[src/rtl/uart_tx_sched_if.sv]
// Handshake and line bundle between the two byte requesters and the shared UART transmitter.
// The transmitter connects through the slave modport, and the requester side connects through the master modport.
interface uart_tx_sched_if;
    logic       req0;
    logic [7:0] data0;
    logic       ack0;
    logic       req1;
    logic [7:0] data1;
    logic       ack1;
    logic       tx;
    logic       busy;
    logic       gnt_id;
    logic       frame_done;

    modport master (
        output req0, data0, req1, data1,
        input  ack0, ack1, tx, busy, gnt_id, frame_done
    );

    modport slave (
        input  req0, data0, req1, data1,
        output ack0, ack1, tx, busy, gnt_id, frame_done
    );
endinterface

[src/rtl/uart_tx_sched.sv]
// Shares one UART transmitter between two byte requesters. Each frame is {stop,stop,data,even parity,start}, sent LSB first.
// Defining UART_TX_FIXED_PRIO_EN makes requester 0 win every contention; the default build uses round-robin.
module uart_tx_sched #(
    parameter int CLKS_PER_BIT = 5208,
    parameter int GAP_BITS     = 1
) (
    input  logic           clk,
    input  logic           rst,
    uart_tx_sched_if.slave bus
);
    localparam int               CNT_W    = (CLKS_PER_BIT > 1) ? $clog2(CLKS_PER_BIT) : 1;
    localparam logic [CNT_W-1:0] CNT_LAST = CNT_W'(CLKS_PER_BIT - 1);
    localparam logic [3:0]       BIT_LAST = 4'd11;
    localparam logic [3:0]       GAP_LAST = (GAP_BITS > 0) ? 4'(GAP_BITS - 1) : 4'd0;

    typedef enum logic [1:0] {ST_IDLE, ST_SHIFT, ST_GAP} state_t;

    state_t           r_state,   w_state_nxt;
    logic [CNT_W-1:0] r_clk_cnt, w_clk_cnt_nxt;
    logic [3:0]       r_bit_cnt, w_bit_cnt_nxt;
    logic [10:0]      r_shreg,   w_shreg_nxt;
    logic             r_tx,      w_tx_nxt;
    logic             r_busy,    w_busy_nxt;
    logic             r_gnt_id,  w_gnt_id_nxt;
    logic             r_rr_last, w_rr_last_nxt;
    logic             r_ack0,    w_ack0_nxt;
    logic             r_ack1,    w_ack1_nxt;
    logic             r_done,    w_done_nxt;
    logic             w_winner;
    logic [7:0]       w_data;

    always_comb begin
`ifdef UART_TX_FIXED_PRIO_EN
        w_winner = !bus.req0;
`else
        if (bus.req0 && bus.req1) begin
            w_winner = !r_rr_last;
        end else begin
            w_winner = !bus.req0;
        end
`endif
        w_data = w_winner ? bus.data1 : bus.data0;
    end

    // The shift register holds frame bits 1..11; the start bit goes straight to tx at grant time.
    always_comb begin
        // NOTE: every next-state signal is assigned a default value first, so no latch can be inferred.
        w_state_nxt   = r_state;
        w_clk_cnt_nxt = r_clk_cnt;
        w_bit_cnt_nxt = r_bit_cnt;
        w_shreg_nxt   = r_shreg;
        w_tx_nxt      = r_tx;
        w_busy_nxt    = r_busy;
        w_gnt_id_nxt  = r_gnt_id;
        w_rr_last_nxt = r_rr_last;
        w_ack0_nxt    = 1'b0;
        w_ack1_nxt    = 1'b0;
        w_done_nxt    = 1'b0;

        case (r_state)
            ST_IDLE: begin
                if (bus.req0 || bus.req1) begin
                    w_shreg_nxt   = {2'b11, w_data, ^w_data};
                    w_tx_nxt      = 1'b0;
                    w_ack0_nxt    = !w_winner;
                    w_ack1_nxt    = w_winner;
                    w_gnt_id_nxt  = w_winner;
                    w_rr_last_nxt = w_winner;
                    w_busy_nxt    = 1'b1;
                    w_clk_cnt_nxt = '0;
                    w_bit_cnt_nxt = '0;
                    w_state_nxt   = ST_SHIFT;
                end
            end

            ST_SHIFT: begin
                if (r_clk_cnt == CNT_LAST) begin
                    w_clk_cnt_nxt = '0;
                    if (r_bit_cnt == BIT_LAST) begin
                        w_bit_cnt_nxt = '0;
                        w_tx_nxt      = 1'b1;
                        w_done_nxt    = 1'b1;
                        if (GAP_BITS == 0) begin
                            w_busy_nxt  = 1'b0;
                            w_state_nxt = ST_IDLE;
                        end else begin
                            w_state_nxt = ST_GAP;
                        end
                    end else begin
                        w_bit_cnt_nxt = r_bit_cnt + 4'd1;
                        w_tx_nxt      = r_shreg[0];
                        w_shreg_nxt   = {1'b1, r_shreg[10:1]};
                    end
                end else begin
                    w_clk_cnt_nxt = r_clk_cnt + 1'b1;
                end
            end

            ST_GAP: begin
                if (r_clk_cnt == CNT_LAST) begin
                    w_clk_cnt_nxt = '0;
                    if (r_bit_cnt == GAP_LAST) begin
                        w_bit_cnt_nxt = '0;
                        w_busy_nxt    = 1'b0;
                        w_state_nxt   = ST_IDLE;
                    end else begin
                        w_bit_cnt_nxt = r_bit_cnt + 4'd1;
                    end
                end else begin
                    w_clk_cnt_nxt = r_clk_cnt + 1'b1;
                end
            end

            default: w_state_nxt = ST_IDLE;
        endcase
    end

    // NOTE: the state registers use non-blocking assignments, so every flop samples the values from before the edge.
    always_ff @(posedge clk) begin
        if (rst) begin
            r_state   <= ST_IDLE;
            r_clk_cnt <= '0;
            r_bit_cnt <= '0;
            r_shreg   <= '1;
            r_tx      <= 1'b1;
            r_busy    <= 1'b0;
            r_gnt_id  <= 1'b0;
            r_rr_last <= 1'b1;
            r_ack0    <= 1'b0;
            r_ack1    <= 1'b0;
            r_done    <= 1'b0;
        end else begin
            r_state   <= w_state_nxt;
            r_clk_cnt <= w_clk_cnt_nxt;
            r_bit_cnt <= w_bit_cnt_nxt;
            r_shreg   <= w_shreg_nxt;
            r_tx      <= w_tx_nxt;
            r_busy    <= w_busy_nxt;
            r_gnt_id  <= w_gnt_id_nxt;
            r_rr_last <= w_rr_last_nxt;
            r_ack0    <= w_ack0_nxt;
            r_ack1    <= w_ack1_nxt;
            r_done    <= w_done_nxt;
        end
    end

    assign bus.tx         = r_tx;
    assign bus.busy       = r_busy;
    assign bus.gnt_id     = r_gnt_id;
    assign bus.ack0       = r_ack0;
    assign bus.ack1       = r_ack1;
    assign bus.frame_done = r_done;
endmodule
[src/flat_wrapper.sv]
// flat-port wrapper written by rule: the top's interface ports become plain ports
module uart_tx_sched_flat 
#(
    parameter int CLKS_PER_BIT = 5208,
    parameter int GAP_BITS     = 1
)
  (clk, rst, bus_req0, bus_data0, bus_req1, bus_data1, bus_ack0, bus_ack1, bus_tx, bus_busy, bus_gnt_id, bus_frame_done);
  uart_tx_sched_if bus_i ();
  input  logic clk;
  input  logic rst;
  input wire logic [$bits(bus_i.req0)-1:0] bus_req0;
  input wire logic [$bits(bus_i.data0)-1:0] bus_data0;
  input wire logic [$bits(bus_i.req1)-1:0] bus_req1;
  input wire logic [$bits(bus_i.data1)-1:0] bus_data1;
  output wire logic [$bits(bus_i.ack0)-1:0] bus_ack0;
  output wire logic [$bits(bus_i.ack1)-1:0] bus_ack1;
  output wire logic [$bits(bus_i.tx)-1:0] bus_tx;
  output wire logic [$bits(bus_i.busy)-1:0] bus_busy;
  output wire logic [$bits(bus_i.gnt_id)-1:0] bus_gnt_id;
  output wire logic [$bits(bus_i.frame_done)-1:0] bus_frame_done;
  assign bus_i.req0 = bus_req0;
  assign bus_i.data0 = bus_data0;
  assign bus_i.req1 = bus_req1;
  assign bus_i.data1 = bus_data1;
  assign bus_ack0 = bus_i.ack0;
  assign bus_ack1 = bus_i.ack1;
  assign bus_tx = bus_i.tx;
  assign bus_busy = bus_i.busy;
  assign bus_gnt_id = bus_i.gnt_id;
  assign bus_frame_done = bus_i.frame_done;
  uart_tx_sched #(.CLKS_PER_BIT(CLKS_PER_BIT), .GAP_BITS(GAP_BITS)) u_core (.clk(clk), .rst(rst), .bus(bus_i));
endmodule
[config.mk]
export PLATFORM = sky130hd
export DESIGN_NAME = uart_tx_sched_flat
export DESIGN_NICKNAME = d
export VERILOG_FILES = /design/src/rtl/uart_tx_sched_if.sv /design/src/rtl/uart_tx_sched.sv /design/src/flat_wrapper.sv
export SDC_FILE = /design/constraint.sdc
export NUM_CORES = 1
export LEC_CHECK = 0
export CORE_MARGIN = 2
export CORE_UTILIZATION = 30
export DETAILED_ROUTE_END_ITERATION = 8
export PLACE_DENSITY = 0.49
export REMOVE_ABC_BUFFERS = 1
export SLEW_MARGIN = 20
export SYNTH_ARGS = -nofsm -noshare
export SYNTH_HDL_FRONTEND = slang
export SYNTH_SLANG_ARGS = --single-unit
[constraint.sdc]
create_clock -name clk -period 2.2 [get_ports clk]
set_clock_uncertainty 0.2 [all_clocks]
set_input_delay 0.44 -clock clk [delete_from_list [all_inputs] [get_ports clk]]
set_output_delay 0.44 -clock clk [all_outputs]
set_load 0.005 [all_outputs]
; Word level (Yosys, flattened, before mapping)
; Index checks and enable logic that the tools add are counted.
[op_classes]
n_bitwise = 4
addsub = 2
eq_ne = 10
reduce_logical = 22
n_mux = 30
[ops]
columns = cell, n
row1 = 11-bit two-way mux, 3
row2 = 13-bit two-way mux, 2
row3 = 13-bit one-hot mux with 2 select lines, 1
row4 = 11-bit one-hot mux with 2 select lines, 1
row5 = 4-bit two-way mux, 5
row6 = 13-bit by 1-bit adder with 13-bit output (second input constant), 1
row7 = 13-bit == test (second input constant), 1
row8 = 4-bit one-hot mux with 3 select lines, 1
row9 = 4-bit AND reduction, 3
row10 = 2-bit two-way mux, 5
row11 = 2-bit by 1-bit inequality test with 1-bit output (second input constant), 5
row12 = 1-bit two-way mux, 8
row13 = 8-bit two-way mux, 1
row14 = 8-bit parity, 1
row15 = 2-bit one-hot mux with 3 select lines, 1
row16 = 2-bit nonzero test, 3
row17 = 3-bit OR reduction, 2
row18 = 5-bit AND reduction, 1
row19 = 4-bit by 1-bit adder with 4-bit output (second input constant), 1
row20 = 4-bit == test (second input constant), 1
row21 = 4-bit zero test, 1
row22 = 1-bit NOT, 4
row23 = 1-bit one-hot mux with 2 select lines, 2
row24 = 2-bit AND reduction, 2
row25 = other kinds (10), 12
[totals]
inputBits = 20
regBits = 37
elab_cells = 79
out_inout_bits = 6

; Logic depth before layout (Yosys ltp)
[depth]
ltp_word = 6
mapped_depth = 9
mapped_depth_nobuf = 7

; Worst setup path before layout
; OpenSTA, ideal clock, no wires.
[synth_path]
kind = register -> register
from = reg u_core.r_clk_cnt[8]
to = reg u_core.r_shreg[5]
stages_incl_launch_ff = 7
arrival_time_ns = 1.791
required_ns = 1.857
path_buffers = 1
setup_ns = 0.143
slack_ns = 0.066
cell_sequence = dfxtp_1 > or4b_4 > o41ai_2 > nand2_2 > buf_4 > nand2_1 > o211ai_2
[synth_via]
elab_chain_len = 3
[synth_rtl]
columns = element, line_no
row1 = start: declaration, uart_tx_sched.sv:19  ; logic [CNT_W-1:0] r_clk_cnt, w_clk_cnt_nxt;
row2 = start signal: assignment, uart_tx_sched.sv:134  ; r_clk_cnt <= w_clk_cnt_nxt;
row3 = 13-bit == test, uart_tx_sched.sv:77  ; if (r_clk_cnt == CNT_LAST) begin
row4 = 2-bit by 1-bit inequality test with 1-bit output (no source line), n/a
row5 = 4-bit AND reduction (no source line), n/a
row6 = end signal: assignment, uart_tx_sched.sv:136  ; r_shreg <= w_shreg_nxt;
row7 = end: declaration, uart_tx_sched.sv:21  ; logic [10:0] r_shreg, w_shreg_nxt;
; Every way passes these cells.
; A chain may end at the register's enable or synchronous reset.

; Worst setup path after layout
[layout_path]
from = reg u_core.r_clk_cnt[8]
to = reg u_core.r_bit_cnt[2]
[layout_via]
elab_chain_len = 3
word_cells_on_any_way = 4
classes_between = 3 x eq/ne / 1 x reduce/logical
[layout_rtl]
columns = element, line_no
row1 = 13-bit == test *, "uart_tx_sched.sv:77, uart_tx_sched.sv:100"
row2 = 2-bit by 1-bit inequality test with 1-bit output (no source line), n/a
row3 = 4-bit AND reduction (no source line) *, n/a
row4 = end signal: assignment, uart_tx_sched.sv:135  ; r_bit_cnt <= w_bit_cnt_nxt;
row5 = end: declaration, uart_tx_sched.sv:20  ; logic [3:0] r_bit_cnt, w_bit_cnt_nxt;
; Every way passes the cells marked *; elsewhere a longest branch is shown, timed or not.

==> impl_metrics.py <==
metrics = {
    "status": {
        "outcome": "finished, final reports clean",
    },
    "layout": {
        "fill_cells": 653,
        "drive_gt1_share_pct": 28.0,
        "final_cells": 369,
        "syn2layout_area_growth_pct": 36.6,
        "insertedDiodeCount": 0,
        "fin_area_um2": 2830,
        "utilization_pct": 42.1,
        "fin_nets": 316,
    },
    "power": {
        "leakagePower_nw": 1.10,
        "total_power_mw": 2.09,
        "p_per_area_nw_per_um2": 741,
        "irDropWorstVdd_v": 0.000270,
    },
    "route": {
        "wl_per_cell_um": 13.0,
        "drtIter0Drc": 77,
        "routed_via_density": 4.85,
        "num_vias": 1790,
        "final_antenna_net_count": 0,
        "wl_um": 4810,
        "post-route-drc-count": 0,
        "first_pass_iters": 4,
    },
    "placement": {
        "placed_area_um2": 2650,
        "gp_congestion": 0.815,
        "dp_cells": 361,
        "hpwl_um": 3800,
        "portBuffers": 25,
    },
    "floorplanning": {
        "die_h_um": 87.1,
        "dieArea_um2": 7580,
        "core_area_um2": 6720,
        "die_w_um": 87.1,
        "fp-row-count": 30,
        "initial_utilization_pct": 30.8,
        "num_io_pins": 26,
    },
    "sta": {
        "slew_viol_final": 0,
        "period_minus_slack_ns": 2.13,
        "period_share_pct": 96.7,
        "slew_headroom_pct": 73.3,
        "worst-slew-pin-transition_ns": 0.394,
        "hold_violations": 0,
        "timing.fmax_ghz": 0.470,
        "setup_violations": 0,
        "rsz0062_at_grt": "true",
    },
    "worst_setup_path": {
        "cp-start-kind": "flip-flop",
        "path_cells": "or4b_4 > or3_4 > a21oi_1 > o21a_1 > o32ai_1",
        "r2r_start": "u_core.r_clk_cnt[8]",
        "end_kind": "flip-flop",
        "crit_fanout": 9,
        "reg2reg_slack_ns": 0.07,
        "worst-setup-path-type": "reg2reg",
        "worstPathArrival_ns": 2.10,
        "cp.required_ns": 2.17,
        "r2r.worst_path.cells": 5,
        "r2r_end": "u_core.r_bit_cnt[2]",
        "cp_slowest_cell": "or4b_4",
        "slowest_delay_ns": 0.57,
    },
    "clocking": {
        "postCtsSetupBuffers": 0,
        "holdBufCountCts": 0,
        "cts_sinks": 35,
        "cts_tree": "yes",
        "cts_made_buffers": 5,
        "clockRootBuffer": "clkbuf_8",
        "clkTransAtPathRegs_ns": 0.08,
        "clk_path_buf_depth": 2,
        "cts_max_level": 2,
        "clock_latency_ns": 0.29,
    },
    "yosys": {
        "synth-compound-area-share_pct": 13.6,
        "synth_top_cell_area_share_pct": 33.9,
        "synth_top_family_by_area": "simple AND/OR/NAND/NOR gates",
        "synth_cells": 229,
        "synth_xor_xnor_area_share_pct": 9.73,
        "yosys_most_used_dff": "dfxtp_1",
        "yosys.area_share.simple_pct": 23.8,
        "synth.area.top_cells": "dfxtp_1, xnor2_1, mux2i_1, mux2_2, ha_1",
        "async_flop_share_pct": 0,
        "synthMuxAreaShare_pct": 10.2,
        "yosysMostFrequentCell": "dfxtp_1",
        "synth_edf_count": 0,
        "synth.ff_latch_count": 35,
        "synth_fa_ha_area_share_pct": 4.84,
        "synth-seq-area-share_pct": 33.9,
        "synth_area_leader_cell": "dfxtp_1",
        "yosysUniqueCellTypes": 49,
        "synth.avg_cell_area_um2": 9.04,
        "yosys_warnings": 0,
        "ys_top_cells_by_count": "dfxtp_1, nor2_1, nand2_1",
        "netlist_area_um2": 2070,
    },
    "global_route": {
        "grt_overflow": 0,
        "antenna_found_initial": 0,
        "grt_usage_pct": 14.0,
        "grt_pass1_wl_um": 8380,
        "first_global_vias": 1807,
        "grt_max_degree": 16,
    },
    "min_path": {
        "hold_end": "u_core.r_shreg[3]",
        "hp-class": "reg2reg",
        "hold_depth": 2,
        "min_from": "u_core.r_shreg[3]",
    },
    "run": {
        "cap_violations": 0,
    },
}
power breakdown:
part	internal (mW)	switching, mW
combinational	0.369	0.357
clock	0.367	0.247
sequential	0.711	0.0437
total	1.45	0.647
registers in the layout, summed over array words and instances (netlist names):
register	count
u_core.bus.frame_done	1
u_core.r_state	2
u_core.r_shreg	9
u_core.bus.tx	1
u_core.bus.busy	1
u_core.r_rr_last	1
u_core.bus.gnt_id	1
u_core.r_clk_cnt	13
u_core.bus.ack1	1
u_core.r_bit_cnt	4
u_core.bus.ack0	1
repair_timing:
action,CTS,global route
setup endpoints to repair,16,14
resized for setup,2,10
endpoints found under the hold margin,0,0
pin swaps,3,6
layout by cell type, fill, tap and decap left out, drive strengths merged, types with 2 or more instances in the layout:
cell / synthesis / final
a21oi: 12 / 12
and3: 3 / 3
and4: 3 / 3
buf: 5 / 37
clkbuf: 5 / 6
clkdlybuf4s50: 0 / 25
dfxtp: 35 / 35
ha: 8 / 8
inv: 8 / 8
mux2: 9 / 9
mux2i: 11 / 11
nand2: 18 / 18
nand3: 6 / 6
nand3b: 2 / 2
nand4: 6 / 6
nor2: 21 / 21
nor3: 10 / 10
nor3b: 4 / 4
nor4b: 2 / 2
o211ai: 7 / 7
o21ai: 10 / 10
or2: 2 / 2
or3: 2 / 2
xnor2: 15 / 15
xor2: 8 / 8
logic make-up after synthesis:
logic type,count (synthesis)
AO/OA/AOI/OAI,38
XOR/XNOR,23
adder cells (fa/ha/maj),8
buffers and inverters,18
flip-flops,35
multiplexers,20
AND/OR/NAND/NOR,87
worst max-delay path, delay by kind of cell (launching register included):
kind / cells / cell delay [ns]
AO/OA/AOI/OAI: 3 / 0.43
flip-flops: 1 / 0.33
AND/OR/NAND/NOR: 2 / 1.05
final cells by class:
class	instances	area, um2	area share [%]
Timing Repair Buffer	62	532	18.8
Sequential cell	35	702	24.8
Clock buffer	6	82.6	2.92
Multi-Input combinational cell	176	1350	47.6
Inverter	8	30.0	1.06
Clock inverter	2	35.0	1.24
Tap cell	80	100	3.54
metrics by stage:
step | TNS [ns] | hold WS [ns] | worst slack (ns)
global route | -0.0685 | 0.309 | -0.0569
global placement | -1.50 | 0.252 | -0.0995
floorplan | -0.907 | 0.247 | -0.206
detailed placement | -2.13 | 0.267 | -0.140
CTS | 0 | 0.281 | 0.00516
finish | 0 | 0.277 | 0.0721
how the worst max path moves through the flow:
stage,slack [ns],end,depth (start not counted),start
after floorplan,-0.21,u_core.r_bit_cnt[3],7,u_core.r_state[1]
after global placement,-0.1,u_core.r_clk_cnt[6],7,bus_req1
after detailed placement,-0.14,u_core.r_clk_cnt[4],7,bus_req1
after CTS,0.005,u_core.r_shreg[2],6,u_core.r_clk_cnt[11]
after global routing,-0.06,u_core.r_state[1],8,u_core.r_state[1]
final,0.07,u_core.r_bit_cnt[2],5,u_core.r_clk_cnt[8]
per-layer routing:
metal	up-vias	global-route usage [%]	wire, um
met1	837	19.3	2470
met3	4	3.41	77
met2	11	21.9	2210
li1	938	-	-
met5	-	0	0
met4	0	3.84	53
No activity file was read; power rests on OpenSTA's default activity.
